$ cat config.mk
export PLATFORM = sky130hd
export DESIGN_NAME = control_unit
export DESIGN_NICKNAME = d
export VERILOG_FILES = /design/src/rtl/control_unit_pkg.sv /design/src/rtl/control_unit_branch_decide.sv /design/src/rtl/control_unit.sv
export SDC_FILE = /design/constraint.sdc
export NUM_CORES = 1
export LEC_CHECK = 0
export ABC_AREA = 1
export CAP_MARGIN = 5
export CORE_MARGIN = 10
export CORE_UTILIZATION = 29
export DETAILED_ROUTE_END_ITERATION = 6
export GPL_TIMING_DRIVEN = 0
export PLACE_DENSITY_LB_ADDON = 0.05
export SYNTH_ARGS = -nofsm -noshare
export SYNTH_HDL_FRONTEND = slang
export SYNTH_SLANG_ARGS = --single-unit
$ cat constraint.sdc
create_clock -name clk -period 1.6 [get_ports clk]
set_input_delay 0.4 -clock clk [delete_from_list [all_inputs] [get_ports clk]]
set_output_delay 0.4 -clock clk [all_outputs]
set_load 0.01 [all_outputs]
$ cat src/rtl/control_unit_pkg.sv
// Shared opcode, state and op-select definitions for the control unit.
package control_unit_pkg;

  localparam int unsigned OP_SEL_W = 13;
  localparam logic [1:0]  MOD_ILLEGAL = 2'b11;

  typedef enum logic [4:0] {
    OP_ADD  = 5'd0,
    OP_SUB  = 5'd1,
    OP_MUL  = 5'd2,
    OP_DIV  = 5'd3,
    OP_MOD  = 5'd4,
    OP_CMP  = 5'd5,
    OP_AND  = 5'd6,
    OP_OR   = 5'd7,
    OP_NOT  = 5'd8,
    OP_MOV  = 5'd9,
    OP_LSL  = 5'd10,
    OP_LSR  = 5'd11,
    OP_ASR  = 5'd12,
    OP_NOP  = 5'd13,
    OP_LD   = 5'd14,
    OP_ST   = 5'd15,
    OP_BEQ  = 5'd16,
    OP_BGT  = 5'd17,
    OP_B    = 5'd18,
    OP_CALL = 5'd19,
    OP_RET  = 5'd20
  } opcode_e;

  typedef enum logic [2:0] {
    IDLE    = 3'd0,
    INIT    = 3'd1,
    FETCH   = 3'd2,
    DECODE  = 3'd3,
    OPFETCH = 3'd4,
    EXA     = 3'd5,
    EXR     = 3'd6,
    WB      = 3'd7
  } state_e;

  // Undefined opcodes and illegal immediate modifiers collapse to nop.
  function automatic opcode_e effOpcode(input logic [4:0] op, input logic [1:0] modifier);
    if (modifier == MOD_ILLEGAL || op > 5'd20) return OP_NOP;
    return opcode_e'(op);
  endfunction

  function automatic logic writesRegister(input opcode_e op);
    case (op)
      OP_ADD, OP_SUB, OP_MUL, OP_DIV, OP_MOD,
      OP_AND, OP_OR, OP_NOT, OP_MOV, OP_LSL, OP_LSR, OP_ASR,
      OP_LD, OP_CALL: return 1'b1;
      default:        return 1'b0;
    endcase
  endfunction

endpackage

$ cat src/rtl/control_unit_branch_decide.sv
// Branch resolution: decides whether the PC takes branchPC for this opcode.
module branch_decide
  import control_unit_pkg::*;
(
  input  logic [4:0] opcode,
  input  logic       flagE,
  input  logic       flagGt,
  output logic       taken
);

  always_comb begin
    taken = 1'b0;
    case (opcode)
      OP_B, OP_CALL, OP_RET: taken = 1'b1;
      OP_BEQ:                taken = flagE;
      OP_BGT:                taken = flagGt;
      default:               taken = 1'b0;
    endcase
  end

endmodule

$ cat src/rtl/control_unit.sv
// Multi-cycle control FSM: INIT, then FETCH..WB per instruction, Moore-decoded controls.
module control_unit
  import control_unit_pkg::*;
(
  input  logic       clk,
  input  logic       rst,
  input  logic       start,
  input  logic [4:0] opcode,
  input  logic       iOrReg,
  input  logic [1:0] modifier,
  input  logic       flagE,
  input  logic       flagGt,
  output logic       ldPC,
  output logic       ldNPC,
  output logic       ldInst,
  output logic       ldDecodeInst,
  output logic       ldBrnchTarget,
  output logic       ldRegOutputData,
  output logic       clrPC,
  output logic       clrNPC,
  output logic       clrInst,
  output logic       clrDecodeInst,
  output logic       clrBrnchTarger,
  output logic       clrOutputRegData,
  output logic       clrA,
  output logic       clrB,
  output logic       clrResult,
  output logic       rstRegFile,
  output logic       rstFlag,
  output logic       wrRegister,
  output logic       isSt,
  output logic       isRet,
  output logic       ldA,
  output logic       ldB,
  output logic       ldResult,
  output logic       aluSel,
  output logic       wrFlag,
  output logic       isBranchTaken,
  output logic       isAdd,
  output logic       isSub,
  output logic       isMul,
  output logic       isDiv,
  output logic       isMod,
  output logic       isCmp,
  output logic       isAnd,
  output logic       isOr,
  output logic       isNot,
  output logic       isMov,
  output logic       isLsl,
  output logic       isLsr,
  output logic       isAsr
);

  state_e                state;
  state_e                stateNext;
  opcode_e               effOp;
  logic                  taken;
  logic                  isStOp;
  logic                  isRetOp;
  logic [OP_SEL_W-1:0]   aluOneHot;
  logic [OP_SEL_W-1:0]   opSel;

  assign effOp   = effOpcode(opcode, modifier);
  assign isStOp  = (effOp == OP_ST);
  assign isRetOp = (effOp == OP_RET);

  branch_decide uBranchDecide (
    .opcode (effOp),
    .flagE  (flagE),
    .flagGt (flagGt),
    .taken  (taken)
  );

  // Bit i of the one-hot select corresponds to ALU opcode i; memory ops reuse add.
  always_comb begin
    aluOneHot = '0;
    if (effOp <= OP_ASR)
      aluOneHot = {{(OP_SEL_W-1){1'b0}}, 1'b1} << effOp;
    else if (effOp == OP_LD || effOp == OP_ST)
      aluOneHot = {{(OP_SEL_W-1){1'b0}}, 1'b1};
  end

  always_ff @(posedge clk or posedge rst) begin
    if (rst) state <= IDLE;
    else     state <= stateNext;
  end

  always_comb begin
    stateNext = state;
    unique case (state)
      IDLE:    stateNext = start ? INIT : IDLE;
      INIT:    stateNext = FETCH;
      FETCH:   stateNext = DECODE;
      DECODE:  stateNext = OPFETCH;
      OPFETCH: stateNext = EXA;
      EXA:     stateNext = EXR;
      EXR:     stateNext = WB;
      WB:      stateNext = start ? FETCH : IDLE;
      default: stateNext = IDLE;
    endcase
  end

  always_comb begin
    ldPC             = 1'b0;
    ldNPC            = 1'b0;
    ldInst           = 1'b0;
    ldDecodeInst     = 1'b0;
    ldBrnchTarget    = 1'b0;
    ldRegOutputData  = 1'b0;
    clrPC            = 1'b0;
    clrNPC           = 1'b0;
    clrInst          = 1'b0;
    clrDecodeInst    = 1'b0;
    clrBrnchTarger   = 1'b0;
    clrOutputRegData = 1'b0;
    clrA             = 1'b0;
    clrB             = 1'b0;
    clrResult        = 1'b0;
    rstRegFile       = 1'b0;
    rstFlag          = 1'b0;
    wrRegister       = 1'b0;
    isSt             = 1'b0;
    isRet            = 1'b0;
    ldA              = 1'b0;
    ldB              = 1'b0;
    ldResult         = 1'b0;
    aluSel           = 1'b0;
    wrFlag           = 1'b0;
    isBranchTaken    = 1'b0;
    opSel            = '0;
    unique case (state)
      INIT: begin
        clrPC            = 1'b1;
        clrNPC           = 1'b1;
        clrInst          = 1'b1;
        clrDecodeInst    = 1'b1;
        clrBrnchTarger   = 1'b1;
        clrOutputRegData = 1'b1;
        clrA             = 1'b1;
        clrB             = 1'b1;
        clrResult        = 1'b1;
        rstRegFile       = 1'b1;
        rstFlag          = 1'b1;
      end
      FETCH: begin
        ldInst = 1'b1;
        ldNPC  = 1'b1;
      end
      DECODE: begin
        ldDecodeInst = 1'b1;
      end
      OPFETCH: begin
        ldRegOutputData = 1'b1;
        ldBrnchTarget   = 1'b1;
        isSt            = isStOp;
        isRet           = isRetOp;
      end
      EXA: begin
        ldA    = 1'b1;
        ldB    = 1'b1;
        aluSel = iOrReg;
        opSel  = aluOneHot;
        isSt   = isStOp;
        isRet  = isRetOp;
      end
      EXR: begin
        ldResult      = 1'b1;
        wrFlag        = (effOp == OP_CMP);
        aluSel        = iOrReg;
        opSel         = aluOneHot;
        isSt          = isStOp;
        isRet         = isRetOp;
        isBranchTaken = taken;
      end
      WB: begin
        ldPC          = 1'b1;
        wrRegister    = writesRegister(effOp);
        isRet         = isRetOp;
        isBranchTaken = taken;
      end
      default: ;
    endcase
  end

  assign isAdd = opSel[0];
  assign isSub = opSel[1];
  assign isMul = opSel[2];
  assign isDiv = opSel[3];
  assign isMod = opSel[4];
  assign isCmp = opSel[5];
  assign isAnd = opSel[6];
  assign isOr  = opSel[7];
  assign isNot = opSel[8];
  assign isMov = opSel[9];
  assign isLsl = opSel[10];
  assign isLsr = opSel[11];
  assign isAsr = opSel[12];

endmodule

---- After elaboration in Yosys (flattened, before gate mapping) ----
Memory sizes are Yosys's and may differ from the RTL's.
Index checks and enable logic that the tools add are counted.
storage, ports and cells
  bits in registers ....................... 3
  ROM bits ................................ 32
  input port bits ......................... 13
  output and inout port bits .............. 39
  logic and storage cells ................. 52
  memories kept ........................... 1
memories
  name              words  bits a word  rd ports  clocked after memory_dff  write ports  RTL line                text
  (name not given)  32     1            1         0                         0            control_unit_pkg.sv:49  case (op)
operators by class
  order comparisons ....................... 2
  eq/ne operators ......................... 16
  shift-type cells ........................ 1
  mux-type cells .......................... 23
  reductions and logical operators ........ 8
operators with widths
  cell                  count
  $mux 13               2
  $eq 5x5->1 const B    5
  $pmux 3 s8            1
  $mux 1                16
  $shl 1x5->13 const A  1
  $eq 3x3->1 const B    4
  $eq 5x4->1 const B    2
  $mux 5                2
  $eq 3x2->1 const B    2
  $reduce_or 3->1       2
  $eq 5x3->1 const B    1
  $gt 5x5->1 const B    1
  $le 5x4->1 const B    1
  $reduce_or 2->1       2
  $reduce_or 4->1       1
  $eq 3x1->1 const B    1
  $logic_not 3->1       1
  $pmux 1 s3            1
  $eq 2x2->1 const B    1
  $logic_or 1x1->1      2
  $mux 2                1

---- Depth between registers and ports, before layout ----
  word-level depth ........................ 9
  gate-level depth with buffers ........... 11
  depth with buffers taken out ............ 11

---- Cells and area by module ----
From an unflattened synthesis, not the netlist that was laid out.
second synthesis, totals
  cells, all modules ...................... 120
  area total of the unflattened synthesis .. 644.4 µm²
modules (own cells, without submodules)
  module         instances  cells an instance  area each (µm²)  seq. area each (µm²)
  control_unit   1          108                589.3            75.1
  branch_decide  1          12                 55.1             0.0

---- Worst setup path after synthesis ----
OpenSTA, ideal clock, no wires.
  path type ............................... reg-to-output
  start ................................... register state[0]
  end ..................................... output port clrB
  data arrival time ....................... 1.486 ns
  data required time ...................... 1.200 ns
  path slack .............................. -0.286 ns
  cell stages (with the launch flop) ...... 4
  buffers on the path ..................... 1
  cells stage by stage .................... dfrtp_1 inv_1 nor3_1 buf_4
between the ends
  word-level cells in the longest chain between the ends .. 2
ends and longest elaborated chain
  item                    RTL line            text
  from (decl)             control_unit.sv:54  state_e state;
  from (signal assigned)  control_unit.sv:85  else state <= stateNext;
  $eq 3x1->1              n/a
  $mux 1                  n/a
  to (decl)               control_unit.sv:26  output logic clrB,
Every way passes these cells.

---- Final worst setup path ----
  start ................................... register state[1]
  end ..................................... output port isLsl
between the ends
  word-level cells in the longest chain between the ends .. 3
  elaborated cells on any way between the ends .. 4
  those cells by class .................... eq/ne: 2; mux: 1; reduce/logical: 1
ends and longest elaborated chain
  item                                RTL line             text
  $eq 3x3->1                          control_unit.sv:131  unique case (state)
  $reduce_or 2->1 (no source line) *  n/a
  $mux 13 *                           control_unit.sv:131
  to (decl)                           control_unit.sv:49   output logic isLsl,
Every way passes the cells marked *; elsewhere a longest branch is shown, timed or not.

==> flow_summary.toml <==
[outcome]
status = "finished, violations left"
violations = "setup timing"

[placement]
detailedPlacementHpwl_mm = 2.07
numPortBuffers = 51
finalWeightedCongestion = 0.845
dp_cells = 193
place_ws_ps = -1280

[setup_path]
arrival_ps = 1730
ff2ff_path_depth = 4
critical_path.startpoint_type = "flop"
crit_path_max_fanout = 4
setup.reg_to_reg.worst_slack_ps = 420
reg_to_reg_critical_path_startpoint = "state[1]"
rr_endpoint = "state[2]"
timing.critical_path.from = "state[1]"
crit_required_ps = 1200
timing_worst_setup_path_type = "reg2out"
worstSetupEndpointType = "output pin"

[timing]
grt_setup_unrepaired = "true"
finalHoldViolCount = 0
final.setup.worst_slack_ps = -531
max_clock_freq_ghz = 0.469
maxSlewHeadroom_pct = 71.8
final_count_of_negative_setup_slack_endpoints = 38
fin_crit_ps = 2130
finClkSkew_ps = 4.00
max_slew.worst_pin.slew_ps = 422
drv_slew = 0
layout_worst_path_cycle_share_pct = 133

[die]
rows = 17
initial_utilization_pct = 29.7
floorplan.die.height_um = 67.1
die_w_um = 67.1
pin_count = 52
coreArea_um2 = 2170
floorplan.die_area_um2 = 4510

[power]
share_clk_of_total_power_pct = 5.3
power.density_cell_area_nw_per_um2 = 1420
sw_frac_of_total_pct = 44.9
power_report.internal_total_w = 0.00151
leakage_power_total_nw = 0.931
net-switching-power_w = 0.00124
p_seq_share_pct = 7.6
ir_worst_vdd_v = 0.00115
pwr-share-comb_pct = 87.1

[synthesis]
synth_top_area_share_pct = 17.5
syn_area_um2 = 644
synth_compound_area_share_pct = 6.99
synth.area.mux_share_pct = 0
synth_nets = 127
synth_warnings = 0
synth_largest_area_cell = "sky130_fd_sc_hd__nor2_1"
post_synth_xor_area_fraction_pct = 0
synthesis_stage_register_bit_count = 3
synth_top_family_by_area = "simple AND/OR/NAND/NOR gates"
yosysSeqAreaShare_pct = 11.7
syn_avg_cell_area_um2 = 5.65
synthMostInstantiatedCell = "sky130_fd_sc_hd__nor2_1"
synth.top_cells.by_area = "sky130_fd_sc_hd__nor2_1 17%, sky130_fd_sc_hd__buf_4 15%, sky130_fd_sc_hd__dfrtp_1 12%"
synth_commonest_cells = "30 x sky130_fd_sc_hd__nor2_1, 19 x sky130_fd_sc_hd__inv_1, 13 x sky130_fd_sc_hd__buf_4"
synth_fa_ha_area_share_pct = 0
syn-instance-count = 114
number_of_enable_flip_flop_cells_after_synthesis = 0
post_synth_and_or_nand_nor_area_fraction_pct = 53.0
asyncSetResetFlopFracSynth_pct = 100
postSynth.topFlopCell = "sky130_fd_sc_hd__dfrtp_1"
post_synth_num_cell_types = 21

[clocking]
tritoncts = "built"
htree_levels = 1
clk-insertion-delay-late_ps = 250
cts_hold_buf = 0
cts-root-to-sink-buffers = 2
clk_pin_slew_worst_paths_ps = 40
clock-sinks = 3
clockRootBuffer = "sky130_fd_sc_hd__clkbuf_4"
cts_made_buffers = 3

[finish]
final_net_count = 223
diodes = 0
seqCellArea_um2 = 78.8
largest_reg_flops = 3
syn2layout_area_growth_pct = 201
stdcell_count = 237
biggestRegsByFlops = "state: 3 flops"
post_route_cells_drive_above_1_share_pct = 86.1
area_taken_by_multi_input_logic_gates_um2 = 733
postLayoutCoreUtil_pct = 89.4
nFillCells = 88
largest_register = "state"

[routing]
number_of_detailed_route_iterations_in_the_first_pass = 6
vias_per_cell = 4.74
wl_per_cell_um = 18.1
drt_drc_violations_left = 0
drtIter0Drc = 51
vias = 1124
finalWirelength_mm = 4.28
detail-route-antenna-nets = 0

[worst_hold_path]
holdCritPathClass = "in2async"

[grt]
globalRoute.totalOverflow = 0
grt_start_max_net_pins = 8
groute.usage.overall_pct = 13.3
first_global_vias = 1063
grt_pass1_wl_mm = 4.83
antenna_found_initial = 0

[run]
timing.max_cap.violations = 0
power by group through the flow:
stage	sequential [W]	combinational (W)	clock, W
floorplan	0.000167	0.000613	0
detailed placement	0.000183	0.00114	0
CTS	0.000210	0.00175	0.000140
finish	0.000209	0.00240	0.000145
global placement	0.000182	0.00113	0
global route	0.000214	0.00252	0.000156
metal layers:
metal	up-vias	GRT usage, %	share of wire [%]	wire [um]
met4	0	4.62	2.8	121
met1	528	13.9	38	1640
met2	49	26.7	55	2340
li1	533	-	-	-
met5	-	0	0	0
met3	14	1.32	4.4	187
cell families (layout without fill, tap and decap cells):
group / Yosys count / count (layout)
buffers and inverters: 35 / 130
AOI/OAI and AO/OA: 7 / 7
and+or+nand+nor: 69 / 69
DFF: 3 / 3
worst max-delay path: stages (launching register included):
cell                      delay (ps)
sky130_fd_sc_hd__dfrtp_2         450
sky130_fd_sc_hd__nand2_2         110
sky130_fd_sc_hd__inv_2            60
sky130_fd_sc_hd__nor2_4          110
sky130_fd_sc_hd__inv_2            70
sky130_fd_sc_hd__nor2_4          150
sky130_fd_sc_hd__nand2_4         100
sky130_fd_sc_hd__inv_4            90
sky130_fd_sc_hd__nand3_4          90
sky130_fd_sc_hd__nor2_2          100
sky130_fd_sc_hd__buf_2           140
area by class of cell:
type                            count  share of cell area, %
Clock buffer                        4                   1.35
Tap cell                           28                   1.81
Timing Repair Buffer               92                   43.2
Buffer                             12                   6.38
Inverter                           22                   5.42
Multi-Input combinational cell     76                   37.8
Sequential cell                     3                   4.06
worst max-delay path by stage:
| stage | slack, ps | endpoint |
|---|---|---|
| final | -530 | isLsl |
| after CTS | -410 | wrRegister |
| after floorplan | -140 | isAnd |
| after detailed placement | -1280 | wrRegister |
| after global routing | -600 | isAnd |
| after global placement | -1270 | wrRegister |
layout by cell type (no fill, tap or decap), drive strengths merged:
cell type | synthesis | routed
clkdlybuf4s50 | 0 | 5
nor3 | 12 | 12
o211ai | 1 | 1
nand2 | 16 | 16
inv | 22 | 22
o21ai | 3 | 3
nand4 | 1 | 1
nor2 | 31 | 31
or2 | 1 | 1
dlygate4sd2 | 0 | 2
dfrtp | 3 | 3
a21oi | 2 | 2
clkbuf | 0 | 4
buf | 13 | 97
o2111ai | 1 | 1
nand3 | 8 | 8
through the flow:
stage,total power [W],cell area [um2],hold slack (ps),TNS (ps)
after floorplan,0.000781,689,154,-1500
after global placement,0.00131,1230,554,-29270
after detailed placement,0.00132,1230,563,-30070
after CTS,0.00210,1600,331,-9850
after global routing,0.00289,1940,336,-16170
final,0.00275,1940,329,-13830
repair_timing:
| item | in CTS | in global routing |
|---|---|---|
| gates cloned | 1 | 0 |
| resized for setup | 270 | 56 |
| pin swaps | 30 | 30 |
| endpoints found under the setup margin | 39 | 38 |
| buffers inserted | 23 | 17 |
Note: power is estimated with default switching activity, not from simulation.
